==> config.mk <==
export PLATFORM = sky130hd
export DESIGN_NAME = apb_regfile_bridge
export DESIGN_NICKNAME = d
export VERILOG_FILES = /design/src/rtl/apb_regfile_bridge.sv
export SDC_FILE = /design/constraint.sdc
export NUM_CORES = 1
export LEC_CHECK = 0
export CAP_MARGIN = 20
export CORE_UTILIZATION = 39
export CTS_BUF_LIST = sky130_fd_sc_hd__clkbuf_16
export DETAILED_ROUTE_END_ITERATION = 10
export PLACE_DENSITY = 0.87
export SYNTH_ARGS = -nofsm -noshare
export SYNTH_HDL_FRONTEND = slang
export SYNTH_SLANG_ARGS = --single-unit
==> constraint.sdc <==
create_clock -name clk -period 5.4 [get_ports clk]
set_input_delay 0.54 -clock clk [delete_from_list [all_inputs] [get_ports clk]]
set_output_delay 0.54 -clock clk [all_outputs]
set_load 0.05 [all_outputs]
==> src/rtl/apb_regfile_bridge.sv <==
// APB3 slave front-end for the 4-register file: one rf strobe per completed transfer, WAIT_CYCLES+1 cycles after setup.
// Backpressure via pready wait states; address errors complete with pslverr and never touch the register file.
module apb_regfile_bridge #(
    parameter int ADDR_W      = 12,
    parameter int WAIT_CYCLES = 0
) (
    input  logic              clk,
    input  logic              rst,
    input  logic              psel,
    input  logic              penable,
    input  logic              pwrite,
    input  logic [ADDR_W-1:0] paddr,
    input  logic [31:0]       pwdata,
    output logic [31:0]       prdata,
    output logic              pready,
    output logic              pslverr,
    output logic              rf_wr_en,
    output logic              rf_rd_en,
    output logic [9:0]        rf_addr,
    output logic [31:0]       rf_wdata,
    input  logic [31:0]       rf_rdata
);

    generate
        if (WAIT_CYCLES < 0 || WAIT_CYCLES > 15) begin : g_bad_wait
            $error("apb_regfile_bridge: WAIT_CYCLES must be in 0..15");
        end
        if (ADDR_W < 10) begin : g_bad_addr
            $error("apb_regfile_bridge: ADDR_W must be >= 10");
        end
    endgenerate

    localparam logic [3:0] LP_WAIT = 4'(WAIT_CYCLES);

    typedef enum logic {
        S_IDLE   = 1'b0,
        S_ACCESS = 1'b1
    } state_t;

    state_t      r_state;
    logic [3:0]  r_cnt;
    logic [9:0]  r_addr;
    logic [31:0] r_wdata;
    logic        r_dir;
    logic        r_err;

    logic        w_hi_err;
    logic        w_addr_err;
    logic        w_setup;
    logic        w_done;
    logic        w_rd_ok;

    // Any set bit above the 10-bit register window is out of range.
    generate
        if (ADDR_W > 10) begin : g_hi
            assign w_hi_err = |paddr[ADDR_W-1:10];
        end else begin : g_no_hi
            assign w_hi_err = 1'b0;
        end
    endgenerate

    assign w_addr_err = (paddr[1:0] != 2'b00) | w_hi_err;
    assign w_setup    = psel & ~penable;
    assign w_done     = (r_state == S_ACCESS) & psel & penable & (r_cnt == 4'd0);
    assign w_rd_ok    = w_done & ~r_dir & ~r_err;

    always_ff @(posedge clk) begin
        if (rst) begin
            r_state <= S_IDLE;
            r_cnt   <= 4'd0;
            r_addr  <= 10'd0;
            r_wdata <= 32'd0;
            r_dir   <= 1'b0;
            r_err   <= 1'b0;
        end else begin
            case (r_state)
                S_IDLE: begin
                    if (w_setup) begin
                        r_addr  <= paddr[9:0];
                        r_wdata <= pwdata;
                        r_dir   <= pwrite;
                        r_err   <= w_addr_err;
                        r_cnt   <= LP_WAIT;
                        r_state <= S_ACCESS;
                    end
                end
                S_ACCESS: begin
                    // Dropping psel abandons the transfer without any strobe.
                    if (!psel) begin
                        r_state <= S_IDLE;
                    end else if (r_cnt != 4'd0) begin
                        r_cnt <= r_cnt - 4'd1;
                    end else if (penable) begin
                        r_state <= S_IDLE;
                    end
                end
                default: r_state <= S_IDLE;
            endcase
        end
    end

    assign pready   = w_done;
    assign pslverr  = w_done & r_err;
    assign rf_wr_en = w_done & r_dir & ~r_err;
    assign rf_rd_en = w_rd_ok;
    assign prdata   = w_rd_ok ? rf_rdata : 32'd0;
    assign rf_addr  = (r_state == S_ACCESS) ? r_addr  : 10'd0;
    assign rf_wdata = (r_state == S_ACCESS) ? r_wdata : 32'd0;

endmodule

Yosys cells after proc, flatten, opt, wreduce, memory -nomap -nowiden. Index checks and enable logic that the tools add are counted.

Memories: 0. Bits in latches: 0. Bits of input ports: 81. Bits in writable memories: 0. Logic and storage cells: 42. Memory bits (read-only): 0. Flip-flop bits (word level): 49.

Equal/unequal tests: 3. Shift-type cells: 0. Multipliers: 0. Bitwise operators: 14. Reductions and logical operators: 6. $add $sub $neg: 1. Div/mod/pow operators: 0. Order comparisons: 0. Mux-type cells: 12.

Operator list (number): $mux W32 (2); $mux W4 (3); $mux W10 (1); $and A1 B1 Y1 (9); $pmux W4 S2 (1); $logic_not A4 Y1 (1); $mux W1 (4); $ne A2 B2 Y1 const B (2); $not A1 Y1 (4); $reduce_bool A4 Y1 (1); $sub A4 B1 Y4 const B (1); $reduce_and A3 Y1 (1); $ne A2 B1 Y1 const B (1); $pmux W1 S2 (1); $reduce_and A2 Y1 (1); $reduce_bool A2 Y1 (1); $reduce_or A2 Y1 (1); $or A1 B1 Y1 (1).

Logic depth before layout (Yosys ltp).
Word-level depth: 6. Mapped depth: 6. Mapped depth without buffers: 5.

Worst setup path before layout. OpenSTA, ideal clock, no wires.

Path type: register to output. Start: register r_cnt[0]. End: output port rf_wr_en. Setup slack: 2.598 ns. Stages on the path, launching flop included: 6. Arrival: 2.262 ns. Buffers on the path: 0. Data required time: 4.860 ns. Cells stage by stage: dfxtp_1 > inv_1 > ha_1 > or3b_4 > nor2_1 > and3b_1.

Word-level cells in the longest chain between the ends: 4.

Ends and longest elaborated chain: start: declaration (RTL line 41) `logic [3:0] r_cnt;`; start signal: assignment (RTL line 92) `r_cnt <= r_cnt - 4'd1;`; $logic_not A4 Y1 (RTL line 64) `assign w_done = (r_state == S_ACCESS) & psel & penable & (r_cnt == 4'd0);`; $and A1 B1 Y1 (RTL line 64); named net pready (RTL line 15) `output logic pready,`; $and A1 B1 Y1 (2 in series) (RTL line 104) `assign rf_wr_en = w_done & r_dir & ~r_err;`; end: declaration (RTL line 17) `output logic rf_wr_en,`.

The timed path passes the listed nets, and every way through them passes these cells.

Final worst setup path.
Start: register r_cnt[0]. End: output port prdata[29].

Word-level cells in the longest chain between the ends: 5.

Ends and longest elaborated chain: $logic_not A4 Y1 (RTL line 64); $and A1 B1 Y1 (RTL line 64); $and A1 B1 Y1 (2 in series) (RTL line 65) `assign w_rd_ok = w_done & ~r_dir & ~r_err;`; $mux W32 (RTL line 106) `assign prdata = w_rd_ok ? rf_rdata : 32'd0;`; end: declaration (RTL line 14) `output logic [31:0] prdata,`.

No other way between the ends.

==> flow_summary.toml <==
[critical_path]
rr_worst_depth = 4
crit_path_max_fanout = 33
crit_slowest_cell = "nor4_4"
cp_num_buf_inv = 2
cp.depth = 6
max_stage_delay_ns = 0.87
worst_setup_path_start_kind = "flip-flop"
cp.required_ns = 4.86
path_delay_family = "simple AND/OR/NAND/NOR gates"
cp.arrival_ns = 3.31
crit_type = "reg2out"
worstSetupEndpointType = "output pin"
path_cells = "inv_1, ha_1, or3b_4, nor4_4, and2_2, clkdlybuf4s50_1"

[power_and_ir_drop]
leakagePower_nw = 1.50
power.internal_w = 0.000624
pwr_density_cell_nw_per_um2 = 202
p_switching_w = 0.000204
vdd_drop_max_uv = 173
pwr-share-clk = 0.368
pwr-share-comb = 0.168
seqPwrFrac = 0.464
swShare = 0.246

[routing]
vias = 2535
drt_wl_total_um = 6920
antenna_left = 0
vias_per_cell = 4.77
wire_per_inst_um = 13.0
drc = 0
first_pass_iters = 4
drtIter0Drc = 154

[synth]
synth_cell_types = 26
ys_warn_count = 0
ys_seq_area_frac = 0.415
synth_cells = 310
syn_area_sq_um = 2370
syn_nets = 392
syn_avg_cell_area_sq_um = 7.63
synth-seq-cells = 49

[global_route]
grt_pass1_wl_um = 10800
grt_max_degree = 52
grt_usage = 0.210
grt_remaining_overflow = 0
grt_pass1_vias = 2355
antenna_found_initial = 0

[sta]
fmax_mhz = 260
period_needed_ns = 3.85
skew_ns = 0.00475
relSlewSlack = 0.299
hold_viol_final = 0
min_period_over_period = 0.713
fin_setup_tns_ns = 0
drv_slew = 0
rsz0062_at_grt = "no"
tightestPinTransition_ns = 1.04
hold_ws_ns = 0.449
final-setup-viol-count = 0

[final_layout]
nNetsFinal = 537
design_area_sq_um = 4100
fin_cells = 531
final_cell_mix = "clkdlybuf4s50_1 (157), nand2_1 (88), and2_1 (64)"
drive_gt1_frac = 0.0636
layout_commonest_cell = "clkdlybuf4s50_1"
antennaDiodeCount = 0
area_growth_pct = 73.2

[clock_tree]
cts-root-buf = "clkbuf_16"
cts_buffers = 5
clk_pin_slew_ns = 0.07
insertion_delay_ns = 0.28
cts.sinks = 49
cts_tree = "done"
post_cts_resized = 0
clock_tree.buffer_depth = 2
cts_hold_buf = 0
post_cts_buffers = 0
htree_num_levels = 2

[floorplan]
fp.coreArea_sq_um = 5890
die_w_um = 79.9
start_util = 0.402
die_h_um = 79.9
ioPinCount = 159
core.rowCount = 28
dieArea_sq_um = 6380

[placement]
place_inst = 523
port_buffers = 158
placed_area_sq_um = 3950
dpl.hpwl_um = 5030
gp_congestion = 0.732

[min_path]
hold_depth = 2
hp-class = "reg2reg"

[job]
drv_cap = 0

[run_status]
status = "finished clean"
## metal layers
layer / vias to the layer above / wire length (um) / GRT usage
li1: 1282 / - / -
met1: 1164 / 2880 / 0.248
met2: 83 / 3530 / 0.385
met3: 6 / 437 / 0.0469
met4: 0 / 66 / 0.0446
met5: - / 0 / 0
## cells in the mapped netlist, drive strengths merged
| cell | number | area, sq um |
|---|---|---|
| a21oi | 48 | 240 |
| nor3 | 1 | 5.00 |
| nor4 | 1 | 21.3 |
| dfxtp | 49 | 981 |
| o41ai | 3 | 26.3 |
| and2 | 76 | 490 |
| and2b | 1 | 8.76 |
| and3b | 1 | 8.76 |
| nor3b | 1 | 12.5 |
| ha | 1 | 12.5 |
| nor2 | 1 | 3.75 |
| clkbuf | 19 | 71.3 |
| o31ai | 2 | 15.0 |
| nand4b | 2 | 17.5 |
| nand3 | 2 | 10.0 |
| a211oi | 1 | 7.51 |
| or3b | 2 | 20.0 |
| nand2 | 88 | 330 |
| o31a | 1 | 8.76 |
| inv | 4 | 15.0 |
| nor2b | 1 | 6.26 |
| or4 | 1 | 7.51 |
| and4bb | 1 | 12.5 |
| buf | 3 | 33.8 |
## tightest hold or removal path: cells and delay by family, from the launching register on
| family | cells | cell delay, ns |
|---|---|---|
| AND/OR/NAND/NOR | 1 | 0.05 |
| AO/OA/AOI/OAI | 1 | 0.05 |
| flip-flops | 1 | 0.30 |
## path summary, 6_finish.rpt
check,startpoint,end,slack [ns]
worst min-delay path,r_wdata[29],r_wdata[29],0.45
worst max register to register,r_state,r_addr[8],3.44
worst min register to register,r_wdata[29],r_wdata[29],0.45
worst max-delay path,r_cnt[0],prdata[29],1.55
## logic make-up (layout without fill, tap and decap cells)
group / count (synthesis) / after routing / synth area share
AO/OA/AOI/OAI: 55 / 55 / 0.126
flip-flops: 49 / 49 / 0.415
adder cells (fa/ha/maj): 1 / 1 / 0.00529
AND/OR/NAND/NOR: 179 / 179 / 0.403
buffers and inverters: 26 / 172 / 0.0508
## area by class of cell
| cell class | count | area (sq um) |
|---|---|---|
| Clock buffer | 5 | 125 |
| Clock inverter | 3 | 21.3 |
| Fill cell | 497 | 1790 |
| Inverter | 4 | 15.0 |
| Multi-Input combinational cell | 235 | 1270 |
| Sequential cell | 49 | 981 |
| Tap cell | 75 | 93.8 |
| Timing Repair Buffer | 160 | 1590 |
## sequential cells by signal (all words and copies together) (netlist names)
register / cells
r_dir: 1
r_addr: 10
r_wdata: 32
r_cnt: 4
r_err: 1
r_state: 1
## power groups by stage
stage               Clock [W]  Sequential, W  Combinational, W
floorplan                   0       0.000391         0.0000626
global placement            0       0.000392          0.000138
detailed placement          0       0.000393          0.000140
CTS                  0.000311       0.000384          0.000140
global route         0.000329       0.000386          0.000151
finish               0.000304       0.000384          0.000139
## through the flow
stage | power [W] | utilization | setup slack (ns)
floorplan | 0.000453 | - | 2.60
global route | 0.000866 | 0.696 | 1.29
CTS | 0.000835 | 0.696 | 1.55
global placement | 0.000529 | 0.672 | 1.75
finish | 0.000828 | 0.696 | 1.55
detailed placement | 0.000532 | 0.672 | 1.66
No activity file was read; power rests on OpenSTA's default activity.
